**src/rtl/updown_counter_mod.sv**
```systemverilog
// ---------------------------------------------------------------------------
// updown_counter_mod
//
// Parametrised up/down counter with a programmable step, a synchronous load,
// a configurable modulus (count range 0..MODULUS-1) and a choice between
// wrapping modulo MODULUS or clamping at the range ends.
//
// Every boundary crossing (wrap, or clamp attempt in saturate mode) raises
// wrap_o for one cycle and sets the matching sticky flag.
//
// Parameters
//   WIDTH     counter / step / load width in bits (>= 2)
//   MODULUS   number of count values, 2 <= MODULUS <= 2**WIDTH
//   SATURATE  0 = wrap modulo MODULUS, 1 = clamp at 0 / MODULUS-1
//
// Ports
//   clk          clock, all state updates on the rising edge
//   rst          asynchronous reset, active low
//   ce_i         count enable
//   up_i         1 = count up, 0 = count down
//   step_i       amount added/subtracted per enabled cycle
//   load_i       synchronous load, takes priority over ce_i
//   load_val_i   value to load (clamped to MODULUS-1)
//   clr_flags_i  clears the sticky ovf_o/unf_o flags
//   q_o          current count (registered)
//   wrap_o       one-cycle pulse: last update crossed a boundary
//   ovf_o        sticky: an up-count crossed MODULUS-1
//   unf_o        sticky: a down-count crossed 0
//   zero_o       q_o == 0
//   max_o        q_o == MODULUS-1
// ---------------------------------------------------------------------------
module updown_counter_mod #(
   parameter int              WIDTH    = 8,
   parameter longint unsigned MODULUS  = 64'd1 << WIDTH,
   parameter bit              SATURATE = 1'b0
) (
   input  logic             clk,
   input  logic             rst,
   input  logic             ce_i,
   input  logic             up_i,
   input  logic [WIDTH-1:0] step_i,
   input  logic             load_i,
   input  logic [WIDTH-1:0] load_val_i,
   input  logic             clr_flags_i,
   output logic [WIDTH-1:0] q_o,
   output logic             wrap_o,
   output logic             ovf_o,
   output logic             unf_o,
   output logic             zero_o,
   output logic             max_o
);

   // Modulus and top count, held one bit wider so MODULUS == 2**WIDTH fits.
   localparam logic [WIDTH:0]   MOD_X = (WIDTH+1)'(MODULUS);
   localparam logic [WIDTH:0]   MAX_X = (WIDTH+1)'(MODULUS - 64'd1);
   localparam logic [WIDTH-1:0] MAX_Q = WIDTH'(MODULUS - 64'd1);

   logic [WIDTH-1:0] q_q, q_d;
   logic             wrap_q, wrap_d;
   logic             ovf_q, ovf_d;
   logic             unf_q, unf_d;

   logic [WIDTH-1:0] step_eff;
   logic [WIDTH:0]   sum_x;
   logic             ovf_evt;
   logic             unf_evt;

   always_comb begin
      q_d      = q_q;
      ovf_evt  = 1'b0;
      unf_evt  = 1'b0;

      // Steps larger than the range are treated as a full-range step.
      step_eff = (step_i > MAX_Q) ? MAX_Q : step_i;
      sum_x    = {1'b0, q_q} + {1'b0, step_eff};

      if (load_i) begin
         q_d = (load_val_i > MAX_Q) ? MAX_Q : load_val_i;
      end else if (ce_i) begin
         if (up_i) begin
            if (sum_x > MAX_X) begin
               ovf_evt = 1'b1;
               q_d     = SATURATE ? MAX_Q : WIDTH'(sum_x - MOD_X);
            end else begin
               q_d = sum_x[WIDTH-1:0];
            end
         end else begin
            if (q_q >= step_eff) begin
               q_d = q_q - step_eff;
            end else begin
               unf_evt = 1'b1;
               q_d     = SATURATE ? '0
                                  : WIDTH'({1'b0, q_q} + MOD_X - {1'b0, step_eff});
            end
         end
      end

      wrap_d = ovf_evt | unf_evt;
      // A new event on the same edge beats a clear request.
      ovf_d  = ovf_evt | (ovf_q & ~clr_flags_i);
      unf_d  = unf_evt | (unf_q & ~clr_flags_i);
   end

   always_ff @(posedge clk or negedge rst) begin
      if (!rst) begin
         q_q    <= '0;
         wrap_q <= 1'b0;
         ovf_q  <= 1'b0;
         unf_q  <= 1'b0;
      end else begin
         q_q    <= q_d;
         wrap_q <= wrap_d;
         ovf_q  <= ovf_d;
         unf_q  <= unf_d;
      end
   end

   assign q_o    = q_q;
   assign wrap_o = wrap_q;
   assign ovf_o  = ovf_q;
   assign unf_o  = unf_q;
   assign zero_o = (q_q == '0);
   assign max_o  = (q_q == MAX_Q);

endmodule
```
**config.mk**
```make
export PLATFORM = sky130hd
export DESIGN_NAME = updown_counter_mod
export DESIGN_NICKNAME = d
export VERILOG_FILES = /design/src/rtl/updown_counter_mod.sv
export SDC_FILE = /design/constraint.sdc
export NUM_CORES = 1
export LEC_CHECK = 0
export ABC_AREA = 1
export BUFFER_PORTS_ARGS = -buffer_cell sky130_fd_sc_hd__buf_2
export CAP_MARGIN = 20
export CORE_MARGIN = 8
export CORE_UTILIZATION = 55
export CTS_BUF_LIST = sky130_fd_sc_hd__clkbuf_4 sky130_fd_sc_hd__clkbuf_8
export DETAILED_ROUTE_END_ITERATION = 16
export PLACE_DENSITY = 0.84
export SETUP_SLACK_MARGIN = 0.2
export SYNTH_ARGS = -nofsm -noshare
export SYNTH_HDL_FRONTEND = slang
export SYNTH_SLANG_ARGS = --single-unit
```
**constraint.sdc**
```tcl
create_clock -name clk -period 3.2 [get_ports clk]
set_clock_uncertainty 0.15 [all_clocks]
set_input_delay 0.48 -clock clk [delete_from_list [all_inputs] [get_ports clk]]
set_output_delay 0.48 -clock clk [all_outputs]
set_load 0.01 [all_outputs]
```
==> Word level (Yosys, flattened, before mapping) <==
Cells that the tools add are included.
{ "totals": {"out_inout_bits": 13, "input_bits": 22, "reg_bits": 11, "word_cells": 37} }
{ "classes": {"n_eq_ne": 1, "n_mux": 15, "addsub": 5, "order_cmp": 4, "bitwise_logic": 6, "reduce_logical": 2} }
{ "ops": {"columns": ["cell", "count"], "rows": [
  ["8-bit 2-to-1 mux", 7],
  ["8-bit > comparator (second input constant)", 2],
  ["8-bit subtractor", 2],
  ["8-bit by 8-bit adder with 9-bit output", 1],
  ["9-bit by 8-bit > comparator with 1-bit output (second input constant)", 1],
  ["8-bit by 1-bit adder with 8-bit output (second input constant)", 1],
  ["8-bit equality test (second input constant)", 1],
  ["8-bit >= comparator", 1],
  ["8-bit logical NOT", 1],
  ["1-bit 2-to-1 mux", 8],
  ["8-bit by 1-bit subtractor with 8-bit output (second input constant)", 1],
  ["1-bit OR", 3],
  ["1-bit AND", 2],
  ["2-bit nonzero test", 1],
  ["1-bit inverter", 1]
]} }

==> Logic depth before layout (Yosys ltp) <==
{ "depth": {"ltp_word": 9, "ltp_mapped": 12, "ltp_nobuf": 12} }

==> Worst setup path before layout <==
No wires, ideal clock.
{ "synth_timing": {"kind": "input to register", "startpoint": "input step_i[0]", "endpoint": "register q_q[4], in the netlist q_o[4]", "required_ns": 2.926, "path_stages": 10, "path_buffers": 0, "setup_ns": 0.124, "path_slack_ns": 1.339, "arrival_time_ns": 1.587, "cell_sequence": "ha_1 -> fa_1 -> nand3_1 -> nand3_1 -> nand2_1 -> o21ai_0 -> inv_1 -> nand2_1 -> nand3_1 -> nand3_1"} }
{ "synth_between": {"elab_chain_len": 8, "word_cells_on_any_way": 13, "classes_between": "4 x add/sub; 3 x order compare; 6 x mux"} }
{ "synth_rtl": {"columns": ["element", "line_no", "text"], "rows": [
  ["from (decl)", "41", "input logic [WIDTH-1:0] step_i,"],
  ["8-bit > comparator", "74", "step_eff = (step_i > MAX_Q) ? MAX_Q : step_i;"],
  ["8-bit 2-to-1 mux (*)", "74", null],
  ["8-bit by 8-bit adder with 9-bit output", "75", "sum_x = {1'b0, q_q} + {1'b0, step_eff};"],
  ["8-bit by 1-bit subtractor with 8-bit output / 9-bit by 8-bit > comparator with 1-bit output (equally long branches)", "83, 81", null],
  ["8-bit 2-to-1 mux", "81", "if (sum_x > MAX_X) begin"],
  ["8-bit 2-to-1 mux (*)", "80", "if (up_i) begin"],
  ["8-bit 2-to-1 mux (*)", "79", "end else if (ce_i) begin"],
  ["8-bit 2-to-1 mux (*)", "77", "if (load_i) begin"],
  ["to (signal assigned)", "111", "q_q <= q_d;"],
  ["to (decl)", "58", "logic [WIDTH-1:0] q_q, q_d;"]
]} }
Mark *: on every way between the ends. The rest lies on a longest branch, timed or not. The select of a mux whose other input is x is not followed.
A chain may end at the register's enable or synchronous reset.

==> Worst setup path after layout <==
{ "layout_timing": {"startpoint": "register q_q[0], in the netlist q_o[0]", "endpoint": "register q_q[6], in the netlist q_o[6]"} }
{ "layout_between": {"elab_chain_len": 6, "word_cells_on_any_way": 12, "classes_between": "5 x add/sub; 2 x order compare; 5 x mux"} }
{ "layout_rtl": {"columns": ["element", "line_no", "text"], "rows": [
  ["8-bit by 1-bit adder with 8-bit output / 8-bit by 8-bit adder with 9-bit output (equally long branches)", "93, 75", null],
  ["8-bit subtractor (tied with other cells)", "93", ": WIDTH'({1'b0, q_q} + MOD_X - {1'b0, step_eff});"],
  ["8-bit 2-to-1 mux (on tied branches)", "88, 81", null],
  ["8-bit 2-to-1 mux (*)", "80", null],
  ["8-bit 2-to-1 mux (*)", "79", null],
  ["8-bit 2-to-1 mux (*)", "77", null]
]} }
Marked as above.

==> reports/qor.txt <==
pre-CTS setup slack -> 1088 ps
clk root buf -> clkbuf_4
Pre-antenna DRT Iters -> 4
clk sink count -> 11
clk slew on worst S/H paths -> 70 ps
Top FF cell, synth -> dfrtp_1
worst-skew pair later-pin latency -> 270 ps
Final Slew Violations -> 0
slew margin rel. -> 0.6346
final hold vios -> 0
CP endpoint -> q_o[6]
top cell type's share of synthesized area -> 0.2254
top cells by count, synth -> nand2_1, inv_1, nand3_1
PD cells -> 398.1 nW/µm²
Fin Setup TNS -> 0 ps
Initial Util -> 0.5684
GR Util All Layers -> 0.1651
width of the chip -> 63.12 µm
post-route ant nets -> 0
post-synth top area cell -> dfrtp_1
port bufs -> 34
core box area -> 2148 µm²
Post-Syn Area -> 1221 µm²
Least-Margin Pin Slew -> 546.1 ps
Final period util -> 0.6312
Reg2Reg Capture Point -> q_o[6]
Worst Path Max Fanout -> 6
reg2reg start -> q_o[0]
Via density -> 5.375
sequential area share after synthesis -> 0.2254
Routed WL -> 3.171 mm
Setup crit start kind -> flip-flop
CP peak stage delay -> 440 ps
mean area per synthesized cell -> 6.673 µm²
worst setup path start -> q_o[0]
slowest CP cell -> dfrtp_1
dpl hpwl -> 2.667 mm
critical path capture point type -> flip-flop
Syn Nets -> 223
worst setup margin -> 1180 ps
Core Util, Final -> 0.6739
CTS tree -> yes
Max clock buf depth -> 2
EDFF count, synth -> 0
Yosys Warn Count -> 0
top cells by area, synth -> dfrtp_1, nand2_1, ha_1
Synth Register Bits -> 11
Routed WL per cell -> 12.79 µm
Iter 0 DRT Violations -> 65
# H-tree levels -> 1
worst endpoint required time -> 3200 ps
RSZ-0062 raised after global routing -> no
die area -> 3984 µm²
fin nets -> 261
grt total ovfl -> 0
ANT cells -> 0
Distinct cells, synth -> 25
gpl congestion -> 0.8844
Leakage -> 0.0008436 µW
most frequent cell after synthesis -> nand2_1
Post-Place Cells -> 243
fin crit period -> 2020 ps
CP cell instances -> inv_1 -> ha_1 -> fa_1 -> inv_1 -> nand3_1 -> nand2_1 -> nand3_1 -> nand3_1 -> nand3_1 -> nand3_1 -> nand2_1
Worst path most repeated cell -> nand3_1
Layout area overhead -> 18.55%
ys async rst share -> 1.000
largest net degree at the start of global routing -> 15
Final setup viols -> 0
CTS buffer count -> 3
number of global-route vias before repair -> 1361
R2R setup slack -> 1180 ps
Hold WC Path Type -> in -> reg
arrival time worst endpoint -> 2020 ps
reg2reg path depth -> 11
Max Fclk -> 0.4951 GHz
Mapped Cells -> 183
WS Path Type -> reg -> reg
Rows -> 17
maximum vdd drop -> 299.9 µV
first-pass GRT wire length -> 5.609 mm
share of cells above drive strength 1 -> 0.1955
max-cap violation count -> 0
Die H -> 63.12 µm
I/O pins -> 35
DRC viols -> 0
status -> completed
Post-CTS Setup Inserts -> 0
DR vias -> 1333
initial antenna violation count -> 0
Hold Crit Depth -> 3
fin cells -> 248
## routing by layer
metal  up-vias  track usage  part of all wire
met3         4      0.04240             0.067
met4         0      0.03134            0.0091
met2        55       0.2894              0.50
met1       601       0.1975              0.42
met5         -            0                 0
li1        673            -                 -
## how the worst min path moves through the flow
stage	from	end	slack [ps]
global placement	rst	wrap_o	200
CTS	load_val_i[0]	q_o[0]	280
finish	load_val_i[0]	q_o[0]	280
detailed placement	rst	ovf_o	210
global route	load_val_i[4]	q_o[4]	300
floorplan	rst	ovf_o	30
## cell type report
type | instances | area, µm²
multi-input combinational | 142 | 822.0
fill | 201 | 700.7
sequential | 11 | 275.3
timing repair buffer | 35 | 180.2
inverter | 28 | 105.1
tap | 28 | 35.03
clock buffer | 4 | 30.03
## through the flow
| stage | hold WS, ps | cell area [µm²] | total power, µW |
|---|---|---|---|
| after CTS | 279.5 | 1448 | 578.3 |
| after global routing | 296.9 | 1448 | 631.0 |
| final | 279.6 | 1448 | 576.2 |
| after global placement | 204.8 | 1408 | 464.4 |
| after floorplan | 34.41 | 1221 | 384.6 |
| after detailed placement | 209.0 | 1408 | 474.4 |
## power by group
part | internal (µW) | total [µW] | switching (µW)
clock | 56.7 | 102 | 45.4
sequential | 157 | 187 | 30.3
combinational | 110 | 287 | 176
## placed cells by master, fill, tap and decap left out, types with 2 or more instances in the layout
master    count
fa_1          2
ha_1         16
buf_2        34
nor2_1       11
nand4_1       4
nand3_1      19
xor2_1        2
clkbuf_4      4
inv_1        25
a21oi_1       7
o21ai_1       2
nand3b_1      2
o211ai_1      2
nand2_1      57
inv_2         3
a22oi_1       5
nor3_1        3
o21ai_0       4
dfrtp_1      11
## cells by family (layout without fill, tap and decap cells)
group	count (synthesis)	in the layout	share of synthesized area
XOR/XNOR	2	2	0.01435
adder cells (fa/ha/maj)	18	18	0.1967
flip-flops	11	11	0.2254
AND/OR/NAND/NOR	99	99	0.3473
buffers and inverters	30	67	0.1014
AO/OA/AOI/OAI	23	23	0.1148
## critical path, delay by kind of cell (launching register included)
kind / cells / cell delay [ps]
buffers and inverters: 2 / 150
adders and majority gates: 2 / 580
DFF: 1 / 440
and+or+nand+nor: 7 / 590
## timing repair
action | in CTS | in global routing
hold buffers | 1 | 0
hold endpoints to repair | 11 | 0
resized for setup | 0 | 0
## state kept, by name, summed over array words and instances, names as in the netlist
| name | flops |
|---|---|
| ovf_o | 1 |
| wrap_o | 1 |
| q_o | 8 |
| unf_o | 1 |
No activity file was read; power rests on OpenSTA's default activity.
